$ cat config.mk
export PLATFORM = sky130hd
export DESIGN_NAME = sid_envelope_gen_flat
export DESIGN_NICKNAME = d
export VERILOG_FILES = /design/src/rtl/sid_envelope_gen_pkg.sv /design/src/rtl/sid_envelope_gen_if.sv /design/src/rtl/sid_env_rate_cnt.sv /design/src/rtl/sid_envelope_gen.sv /design/src/flat_wrapper.sv
export SDC_FILE = /design/constraint.sdc
export NUM_CORES = 1
export LEC_CHECK = 0
export ABC_AREA = 1
export ABC_CLOCK_PERIOD_IN_PS = 4000
export CAP_MARGIN = 20
export CORE_MARGIN = 8
export CORE_UTILIZATION = 35
export CTS_BUF_LIST = sky130_fd_sc_hd__clkbuf_4 sky130_fd_sc_hd__clkbuf_8 sky130_fd_sc_hd__clkbuf_16
export DETAILED_ROUTE_END_ITERATION = 16
export HOLD_SLACK_MARGIN = 0.1
export PLACE_DENSITY = 0.61
export SETUP_SLACK_MARGIN = 0.05
export SYNTH_ARGS = -nofsm -noshare
export SYNTH_HDL_FRONTEND = slang
export SYNTH_SLANG_ARGS = --single-unit
$ cat constraint.sdc
create_clock -name clk -period 4 [get_ports clk]
set_clock_uncertainty 0.05 [all_clocks]
set_input_delay 0.8 -clock clk [delete_from_list [all_inputs] [get_ports clk]]
set_output_delay 0.8 -clock clk [all_outputs]
set_load 0.05 [all_outputs]
$ cat src/rtl/sid_envelope_gen_pkg.sv
// sid_env_pkg: shared types and constants for the SID ADSR envelope generator.
//   env_state_t  : ADSR state encoding (ATTACK, DECAY_SUSTAIN, RELEASE)
//   RATE_PERIOD  : rate-counter period per 4-bit rate nibble
//   exp_period() : exponential-counter period latched at envelope breakpoints
package sid_env_pkg;
   localparam int RATE_BITS = 15;
   localparam int EXP_BITS  = 5;
   typedef enum logic [1:0] {ATTACK, DECAY_SUSTAIN, RELEASE} env_state_t;
   localparam logic [RATE_BITS-1:0] RATE_PERIOD [16] = '{
      15'd9, 15'd32, 15'd63, 15'd95, 15'd149, 15'd220, 15'd267, 15'd313,
      15'd392, 15'd977, 15'd1954, 15'd3126, 15'd3907, 15'd11720, 15'd19532, 15'd31251};
   localparam logic [7:0] EXP_BP_1  = 8'hFF;
   localparam logic [7:0] EXP_BP_2  = 8'h5D;
   localparam logic [7:0] EXP_BP_4  = 8'h36;
   localparam logic [7:0] EXP_BP_8  = 8'h1A;
   localparam logic [7:0] EXP_BP_16 = 8'h0E;
   localparam logic [7:0] EXP_BP_30 = 8'h06;
   // Period only changes when the envelope lands exactly on a breakpoint,
   // in either direction; otherwise the last latched value is kept.
   function automatic logic [EXP_BITS-1:0] exp_period(input logic [7:0] env, input logic [EXP_BITS-1:0] cur);
      return (env == EXP_BP_1 || env == 8'h00) ? 5'd1  :
             (env == EXP_BP_2)                 ? 5'd2  :
             (env == EXP_BP_4)                 ? 5'd4  :
             (env == EXP_BP_8)                 ? 5'd8  :
             (env == EXP_BP_16)                ? 5'd16 :
             (env == EXP_BP_30)                ? 5'd30 : cur;
   endfunction
endpackage

$ cat src/rtl/sid_envelope_gen_if.sv
// sid_envelope_gen_if: per-voice envelope control/status bundle.
//   phi2_en, gate, attack, decay, sustain, rel : driven by the voice registers (master)
//   env_out, state_out                         : driven by the envelope generator (slave)
interface sid_envelope_gen_if;
   import sid_env_pkg::*;
   logic       phi2_en;
   logic       gate;
   logic [3:0] attack;
   logic [3:0] decay;
   logic [3:0] sustain;
   logic [3:0] rel;
   logic [7:0] env_out;
   env_state_t state_out;
   modport master (output phi2_en, gate, attack, decay, sustain, rel, input env_out, state_out);
   modport slave  (input phi2_en, gate, attack, decay, sustain, rel, output env_out, state_out);
endinterface

$ cat src/rtl/sid_env_rate_cnt.sv
// sid_env_rate_cnt: 15-bit rate counter with per-state period select; pulses step on period match.
//   clk, rst  : clock, async active-high reset
//   phi2_en   : SID cycle tick
//   state     : current (pre-gate-edge) ADSR state, selects the rate nibble
//   attack, decay, rel : rate nibbles
//   step      : rate step fires on this tick
// Macro SID_ENV_ADSR_BUG_EN: equality-only compare, counter wraps when the period drops below it.
module sid_env_rate_cnt
   import sid_env_pkg::*;
(
   input  logic       clk,
   input  logic       rst,
   input  logic       phi2_en,
   input  env_state_t state,
   input  logic [3:0] attack,
   input  logic [3:0] decay,
   input  logic [3:0] rel,
   output logic       step
);
   logic [RATE_BITS-1:0] cnt, cnt_inc, period;
   assign period  = RATE_PERIOD[state == ATTACK ? attack : state == DECAY_SUSTAIN ? decay : rel];
   assign cnt_inc = cnt + 15'd1;
`ifdef SID_ENV_ADSR_BUG_EN
   assign step = phi2_en && (cnt_inc == period);
`else
   assign step = phi2_en && (cnt_inc >= period);
`endif
   always_ff @(posedge clk or posedge rst)
      if (rst) cnt <= '0;
      else if (phi2_en) cnt <= step ? '0 : cnt_inc;
endmodule

$ cat src/rtl/sid_envelope_gen.sv
// sid_envelope_gen: per-voice SID ADSR envelope generator feeding the 8-bit envelope DAC.
//   clk, rst : clock, async active-high reset
//   bus      : sid_envelope_gen_if.slave (phi2_en, gate, attack, decay, sustain, rel in;
//              env_out, state_out out, both registered)
// Macro SID_ENV_ADSR_BUG_EN (in sid_env_rate_cnt) selects the real-chip rate-counter wrap bug.
module sid_envelope_gen
   import sid_env_pkg::*;
(
   input logic clk,
   input logic rst,
   sid_envelope_gen_if.slave bus
);
   env_state_t          state, state_n;
   logic [7:0]          env, env_n;
   logic [EXP_BITS-1:0] exp_cnt, exp_cnt_n, exp_per, exp_per_n;
   logic                hold_zero, hold_zero_n, gate_q, step;

   // Period is chosen from the state held before this tick's gate edge.
   sid_env_rate_cnt u_rate (
      .clk(clk), .rst(rst), .phi2_en(bus.phi2_en), .state(state),
      .attack(bus.attack), .decay(bus.decay), .rel(bus.rel), .step(step));

   always_comb begin
      state_n     = state;
      env_n       = env;
      exp_cnt_n   = exp_cnt;
      exp_per_n   = exp_per;
      hold_zero_n = hold_zero;
      if (bus.gate && !gate_q) begin
         state_n     = ATTACK;
         hold_zero_n = 1'b0;
      end else if (!bus.gate && gate_q) state_n = RELEASE;
      if (step) begin
         if (state_n == ATTACK) begin
            exp_cnt_n = '0;
            env_n     = (env == 8'hFF) ? env : env + 8'd1;
            if (env_n == 8'hFF) state_n = DECAY_SUSTAIN;
         end else if (exp_cnt + 5'd1 == exp_per) begin
            exp_cnt_n = '0;
            if (!hold_zero && env != 8'h00 && !(state_n == DECAY_SUSTAIN && env == {bus.sustain, bus.sustain}))
               env_n = env - 8'd1;
         end else exp_cnt_n = exp_cnt + 5'd1;
      end
      if (env_n != env) begin
         exp_per_n = exp_period(env_n, exp_per);
         if (env_n == 8'h00) hold_zero_n = 1'b1;
      end
   end

   always_ff @(posedge clk or posedge rst)
      if (rst) begin
         state     <= RELEASE;
         env       <= '0;
         exp_cnt   <= '0;
         exp_per   <= 5'd1;
         hold_zero <= 1'b1;
         gate_q    <= 1'b0;
      end else if (bus.phi2_en) begin
         state     <= state_n;
         env       <= env_n;
         exp_cnt   <= exp_cnt_n;
         exp_per   <= exp_per_n;
         hold_zero <= hold_zero_n;
         gate_q    <= bus.gate;
      end

   assign bus.env_out   = env;
   assign bus.state_out = state;
endmodule

$ cat src/flat_wrapper.sv
// flat-port wrapper written by rule: the top's interface ports become plain ports
module sid_envelope_gen_flat import sid_env_pkg::*;
  (clk, rst, bus_phi2_en, bus_gate, bus_attack, bus_decay, bus_sustain, bus_rel, bus_env_out, bus_state_out);
  sid_envelope_gen_if bus_i ();
  input logic clk;
  input logic rst;
  input wire logic [$bits(bus_i.phi2_en)-1:0] bus_phi2_en;
  input wire logic [$bits(bus_i.gate)-1:0] bus_gate;
  input wire logic [$bits(bus_i.attack)-1:0] bus_attack;
  input wire logic [$bits(bus_i.decay)-1:0] bus_decay;
  input wire logic [$bits(bus_i.sustain)-1:0] bus_sustain;
  input wire logic [$bits(bus_i.rel)-1:0] bus_rel;
  output wire logic [$bits(bus_i.env_out)-1:0] bus_env_out;
  output wire logic [$bits(bus_i.state_out)-1:0] bus_state_out;
  assign bus_i.phi2_en = bus_phi2_en;
  assign bus_i.gate = bus_gate;
  assign bus_i.attack = bus_attack;
  assign bus_i.decay = bus_decay;
  assign bus_i.sustain = bus_sustain;
  assign bus_i.rel = bus_rel;
  assign bus_env_out = bus_i.env_out;
  assign bus_state_out = bus_i.state_out;
  sid_envelope_gen u_core (.clk(clk), .rst(rst), .bus(bus_i));
endmodule
==> flow_summary_export.csv, run 1 <==
group,metric,value,unit
run_status,run_status,"finished with violations",
run_status,violations,"setup timing",
clocking,htreeDepth,2,
synthesis,syn-num-nets,646,
timing,rsz0062_at_grt,"true",
timing,drv_slew,0,
synthesis,synth_edf_count,0,
timing,relSlewSlack,0.575,
pwr,power.net_switching,1.93,mW
pwr,power.density,654,mW/mm^2
worst_setup_path,worstPathRequired,4.13,ns
synthesis,yosys_warnings,0,
clocking,clk_pin_slew,0.07,ns
worst_setup_path,crit_fanout,8,
cells_and_area,synthToLayoutAreaGrowth,38.9,%
grt,grt.overflow.total,0,
synthesis,ys_seq_area_frac,0.238,
timing,setup_slack,-0.0947,ns
timing,hold_viol,0,
cells_and_area,antennaDiodeCount,0,
clocking,clock-sinks,37,
synthesis,synthTopCellsByArea,"dfrtp_1, nand2_1, ha_1",
drt,routed_wl,11500,um
clocking,cts_tree,"yes",
synthesis,synth_top_family_by_area,"simple AND/OR/NAND/NOR gates",
worst_setup_path,path_class,"input port to flip-flop",
grt,grt_usage,0.159,
place,dp_hpwl,8340,um
min_path,hold_path.class,"flip-flop to flip-flop",
drt,drt_iter0_drc,296,
clocking,root_buffer,"clkbuf_8",
drt,wl_per_cell,13.8,um
run,maxCapViolCount,0,
pwr,p_int,1.61,mW
timing,fin_tns_setup,-0.410,ns
pwr,worst_ir_drop_vdd,0.000529,V
clocking,hold_buffers,0,
place,place_ws,-0.584,ns
grt,antenna_found_initial,0,
cells_and_area,final_util,0.500,
place,portBuffers,29,
timing,setup_violations,5,
synthesis,yosysTopAreaCellShare,0.218,
drt,dr_total_vias,4245,
pwr,p_seq_frac,0.200,
timing,worst_pin_slew,0.636,ns
synthesis,synthXorXnorAreaFrac,0.0468,
synthesis,async_flop_share,1.00,
synthesis,synth_compound_area_frac,0.101,
grt,grt_max_degree,38,
die,dieWidth,122,um
clocking,cts_made_buffers,5,
place,dp_cells,806,
die,coreArea,0.0108,sq mm
synthesis,synthAdderAreaFrac,0.0898,
pwr,clkPwrFrac,0.074,
drt,ant_nets,0,
grt,grt_pass1_wl,19600,um
cells_and_area,n_fill_cell,1039,
worst_setup_path,crit_path_end_kind,"flip-flop",
timing,fin_crit_sh,1.02,
clocking,clock_path_buffers,2,
synthesis,ys_types,45,
worst_setup_path,start_kind,"input port",
cells_and_area,nNetsFinal,741,
timing,max_freq,0.244,GHz
synthesis,synth_top_cell_by_area,"dfrtp_1",
synthesis,yosys.area_share.simple,0.426,
drt,drc_errors,0,
place,gp_congestion,0.904,
pwr,leakagePower,2.62,nW
synthesis,synth_common_cells,"nand2_1, inv_1, nor2_1",
die,die-area,0.0148,sq mm
timing,fin_crit,4.09,ns
pwr,p_comb_frac,0.725,
cells_and_area,finalNonFillerCells,834,
worst_setup_path,cp_data_arrival_time,4.22,ns
synthesis,syn_inst,598,
synthesis,syn_avg_cell_area,6.53,sq um
clocking,worstSkewPairLatency,0.29,ns
synthesis,syn_area,0.00390,sq mm
die,io_pins,30,
synthesis,synth_mux_area_frac,0,
die,initial_core_util,0.360,
synthesis,synth_ff_type,"dfrtp_1",
synthesis,synth_most_common_cell,"nand2_1",
grt,grt_pass1_vias,4231,
drt,dr.pass1.iters,5,
timing,hold_ws,0.429,ns
synthesis,synth-seq-cells,37,
cells_and_area,drive_above_1_share,0.333,
die,rows,38,
drt,vias_per_cell,5.09,
die,die_h,122,um
pwr,swShare,0.545,
repair_timing:
item | CTS | global route
pin swaps | 51 | 31
gates resized for setup | 87 | 40
gates cloned | 1 | 0
buffers inserted | 14 | 5
setup endpoints to repair | 6 | 6
critical path: stages:
cell and delay, ns:
dlygate4sd2_1 0.24, o22ai_2 0.14, a21oi_2 0.08, buf_4 0.17, ha_4 0.16, nor2_1 0.09
inv_1 0.07, nand2_2 0.08, o22ai_2 0.07, ha_1 0.33, buf_6 0.12, nand2_4 0.05
nor4_4 0.32, nand2_2 0.10, nand3_4 0.16, nand2_8 0.12, inv_8 0.11, nor2_4 0.04
a21oi_4 0.19, nand2_4 0.11, nor2_4 0.15, nand3_4 0.10, nand2_2 0.09, nor2_2 0.04
nand2_2 0.08, nand2_4 0.07, nand2_1 0.07, nand2_1 0.04
path summary, 6_finish.rpt:
kind | startpoint | endpoint | slack (ns) | cells after the start
max | bus_decay[0] | u_core.exp_per[4] | -0.09 | 28
min | u_core.exp_per[0] | u_core.exp_per[0] | 0.43 | 2
max reg2reg | u_core.bus.state_out[1] | u_core.exp_per[4] | -0.09 | 28
min reg2reg | u_core.exp_per[0] | u_core.exp_per[0] | 0.43 | 2
max in group asynchronous | rst | u_core.hold_zero | 2.64 | 3
min in group asynchronous | rst | u_core.exp_cnt[2] | 0.88 | 3
metrics by stage:
stage          area [sq um]  power (mW)
4_1_cts                5220        3.35
5_1_grt                5420        3.85
3_5_place_dp           4710        2.78
2_1_floorplan          3950        2.19
3_3_place_gp           4710        2.75
6_report               5420        3.55
power groups by stage:
stage               Sequential (mW)  Clock (mW)  Combinational (mW)
finish                        0.711       0.264                2.57
global route                  0.733       0.291                2.83
CTS                           0.703       0.277                2.37
detailed placement            0.705           0                2.08
global placement              0.704           0                2.05
floorplan                     0.728           0                1.46
placed cells by master (no fill, tap or decap), types with 11 or more instances in the layout:
cell type / instances
nand2_1: 147
buf_4: 64
inv_1: 59
nor2_1: 45
nand3_1: 36
nand2_2: 35
dfrtp_1: 33
ha_1: 21
clkdlybuf4s50_1: 20
nor2_2: 18
nor2_4: 17
inv_2: 17
xor2_1: 16
o21ai_0: 15
nand4_1: 14
nand3_2: 14
o22ai_1: 11
kinds of logic (layout without fill, tap and decap cells):
group                    count (synthesis)  after routing
XOR/XNOR                                20             20
AND/OR/NAND/NOR                        354            355
adder cells (fa/ha/maj)                 28             28
buffers and inverters                   93            188
AO/OA/AOI/OAI                           66             66
flip-flops                              37             37
layout make-up:
type,instances,area (sq um),share of cell area
flip-flops and latches,37,935,0.172
inverters,81,319,0.0589
well taps,140,175,0.0323
multi-input cells,469,3070,0.566
repair buffers,99,837,0.154
clock inverters,3,17.5,0.00323
clock buffers,5,68.8,0.0127
routing by layer:
metal  wire length [um]  up-vias  part of all wire  GRT usage
li1                   -     2119                 -          -
met5                  0        -                 0          0
met2               5820      127              0.51      0.284
met3                532       16             0.046     0.0273
met1               4990     1983              0.43      0.194
met4                172        0             0.015     0.0393
state kept, by name, summed over array words and instances, names as in the netlist:
name	cells
u_core.hold_zero	1
u_core.u_rate.cnt	15
u_core.bus.env_out	8
u_core.exp_per	5
u_core.bus.state_out	2
u_core.exp_cnt	5
u_core.gate_q	1
No activity file was read; power rests on OpenSTA's default activity.
==> inputs of run 2 (changes only) <==
Settings changed: ABC_CLOCK_PERIOD_IN_PS 4000 to 3600.
Clock period 4 ns to 3.6 ns, I/O delays scaled along.
==> flow_summary_export.csv, run 2 (synthesis results as in run 1) <==
group,metric,value,unit
run_status,run_status,"finished with violations",
run_status,violations,"setup timing",
grt,grt_max_degree,21,
die,die_h,122,um
timing,rsz0062_at_grt,"true",
worst_setup_path,slowest_stage,"clkdlybuf4s50_1",
grt,grt.overflow.total,0,
grt,antenna_found_initial,0,
cells_and_area,synthToLayoutAreaGrowth,45.5,%
clocking,clk_pin_slew,0.08,ns
clocking,worstSkewPairLatency,0.29,ns
clocking,clock_path_buffers,2,
worst_setup_path,crit_top_cell,"nand2_1",
cells_and_area,final_common_cell,"nand2_1",
timing,worst_pin_slew,0.813,ns
timing,fin_crit,4.09,ns
timing,fin_crit_sh,1.14,
drt,vias_per_cell,4.98,
timing,hold_ws,0.426,ns
clocking,root_buffer,"clkbuf_8",
die,dieWidth,122,um
timing,setup_slack,-0.489,ns
pwr,worst_ir_drop_vdd,0.000544,V
grt,grt_usage,0.161,
cells_and_area,nNetsFinal,767,
pwr,total_power,4.17,mW
drt,ant_nets,0,
timing,setup_violations,7,
drt,dr_total_vias,4281,
worst_setup_path,slowest_delay,0.41,ns
cells_and_area,largest_reg_flops,15,
timing,hold_viol,0,
place,dp_hpwl,8930,um
pwr,power.density,734,mW/mm^2
drt,routed_wl,12200,um
worst_setup_path,crit_fanout,8,
pwr,leakagePower,2.78,nW
die,die-area,0.0148,sq mm
place,portBuffers,29,
clocking,clock-sinks,37,
clocking,hold_buffers,0,
die,initial_core_util,0.360,
die,io_pins,30,
grt,grt_pass1_vias,4100,
worst_setup_path,path_class,"input port to flip-flop",
cells_and_area,final_cell_mix,"nand2_1, buf_4, inv_1, nor2_1, nand3_1",
drt,wl_per_cell,14.2,um
worst_setup_path,crit_path_end_kind,"flip-flop",
die,coreArea,0.0108,sq mm
timing,max_freq,0.245,GHz
cells_and_area,antennaDiodeCount,0,
run,maxCapViolCount,0,
drt,dr.pass1.iters,4,
clocking,cts_tree,"yes",
place,gp_congestion,0.928,
cells_and_area,final_util,0.524,
die,rows,38,
grt,grt_pass1_wl,19700,um
clocking,cts_made_buffers,5,
worst_setup_path,cp_data_arrival_time,4.22,ns
timing,drv_slew,0,
timing,relSlewSlack,0.457,
drt,drt_iter0_drc,275,
min_path,hold_path.class,"flip-flop to flip-flop",
cells_and_area,drive_above_1_share,0.351,
cells_and_area,top_register,"u_core.u_rate.cnt",
clocking,htreeDepth,2,
drt,drc_errors,0,
worst_setup_path,worstPathRequired,3.73,ns
worst_setup_path,start_kind,"input port",
timing,fin_tns_setup,-2.79,ns
run 2: layer usage:
| metal | GRT usage | share of wire | vias to the layer above | wire [um] |
|---|---|---|---|---|
| li1 | - | - | 2175 | - |
| met3 | 0.0329 | 0.048 | 20 | 593 |
| met2 | 0.277 | 0.49 | 115 | 5940 |
| met1 | 0.206 | 0.45 | 1971 | 5520 |
| met5 | 0 | 0 | - | 0 |
| met4 | 0.0254 | 0.016 | 0 | 195 |
run 2: repair_timing:
action	4_1_cts	5_1_grt
endpoints found under the hold margin	0	0
setup buffers	10	15
pin swaps	47	35
resized for setup	56	60
cloned	1	0
setup endpoints to repair	11	34
run 2: stage by stage:
stage	area [sq um]	std cells	worst slack [ns]
2_1_floorplan	3980	598	-0.213
3_3_place_gp	4910	826	-0.779
3_5_place_dp	4910	826	-0.915
4_1_cts	5310	845	-0.404
5_1_grt	5680	860	-0.703
6_report	5680	860	-0.489
run 2: where the power goes:
part           switching (mW)  total [mW]  internal (mW)
sequential              0.226       0.779          0.553
combinational            1.79        2.99           1.20
clock                   0.164       0.398          0.234
run 2: final timing paths:
| kind | from | end | slack (ns) | cells past startpoint |
|---|---|---|---|---|
| worst max-delay path | bus_attack[1] | u_core.exp_per[3] | -0.49 | 31 |
| max in group asynchronous | rst | u_core.bus.env_out[4] | 1.99 | 3 |
| worst min-delay path | u_core.exp_per[0] | u_core.exp_per[0] | 0.43 | 2 |
| worst max register to register | u_core.bus.state_out[1] | u_core.exp_per[3] | -0.49 | 32 |
| min in group asynchronous | rst | u_core.exp_cnt[3] | 0.83 | 2 |
| worst min register to register | u_core.exp_per[0] | u_core.exp_per[0] | 0.43 | 2 |
run 2: critical path, delay by kind of cell:
kind                       cells  cell delay, ns
buffers and inverters          5            0.80
adders and majority gates      2            0.60
AOI/OAI and AO/OA              2            0.25
and+or+nand+nor               22            1.84
run 2: cell type report:
cell class | count | area (sq um)
inverters | 81 | 323
well taps | 140 | 175
clock inverters | 1 | 30.0
multi-input cells | 469 | 3070
clock buffers | 7 | 90.1
flip-flops and latches | 37 | 935
repair buffers | 125 | 1050
fillers | 1034 | 5160
==> inputs of run 3 (changes only) <==
Settings changed: CAP_MARGIN 20 to 10.
==> results of run 3 <==
Same layout as run 2: the final DEF is identical, and so are final timing and power.
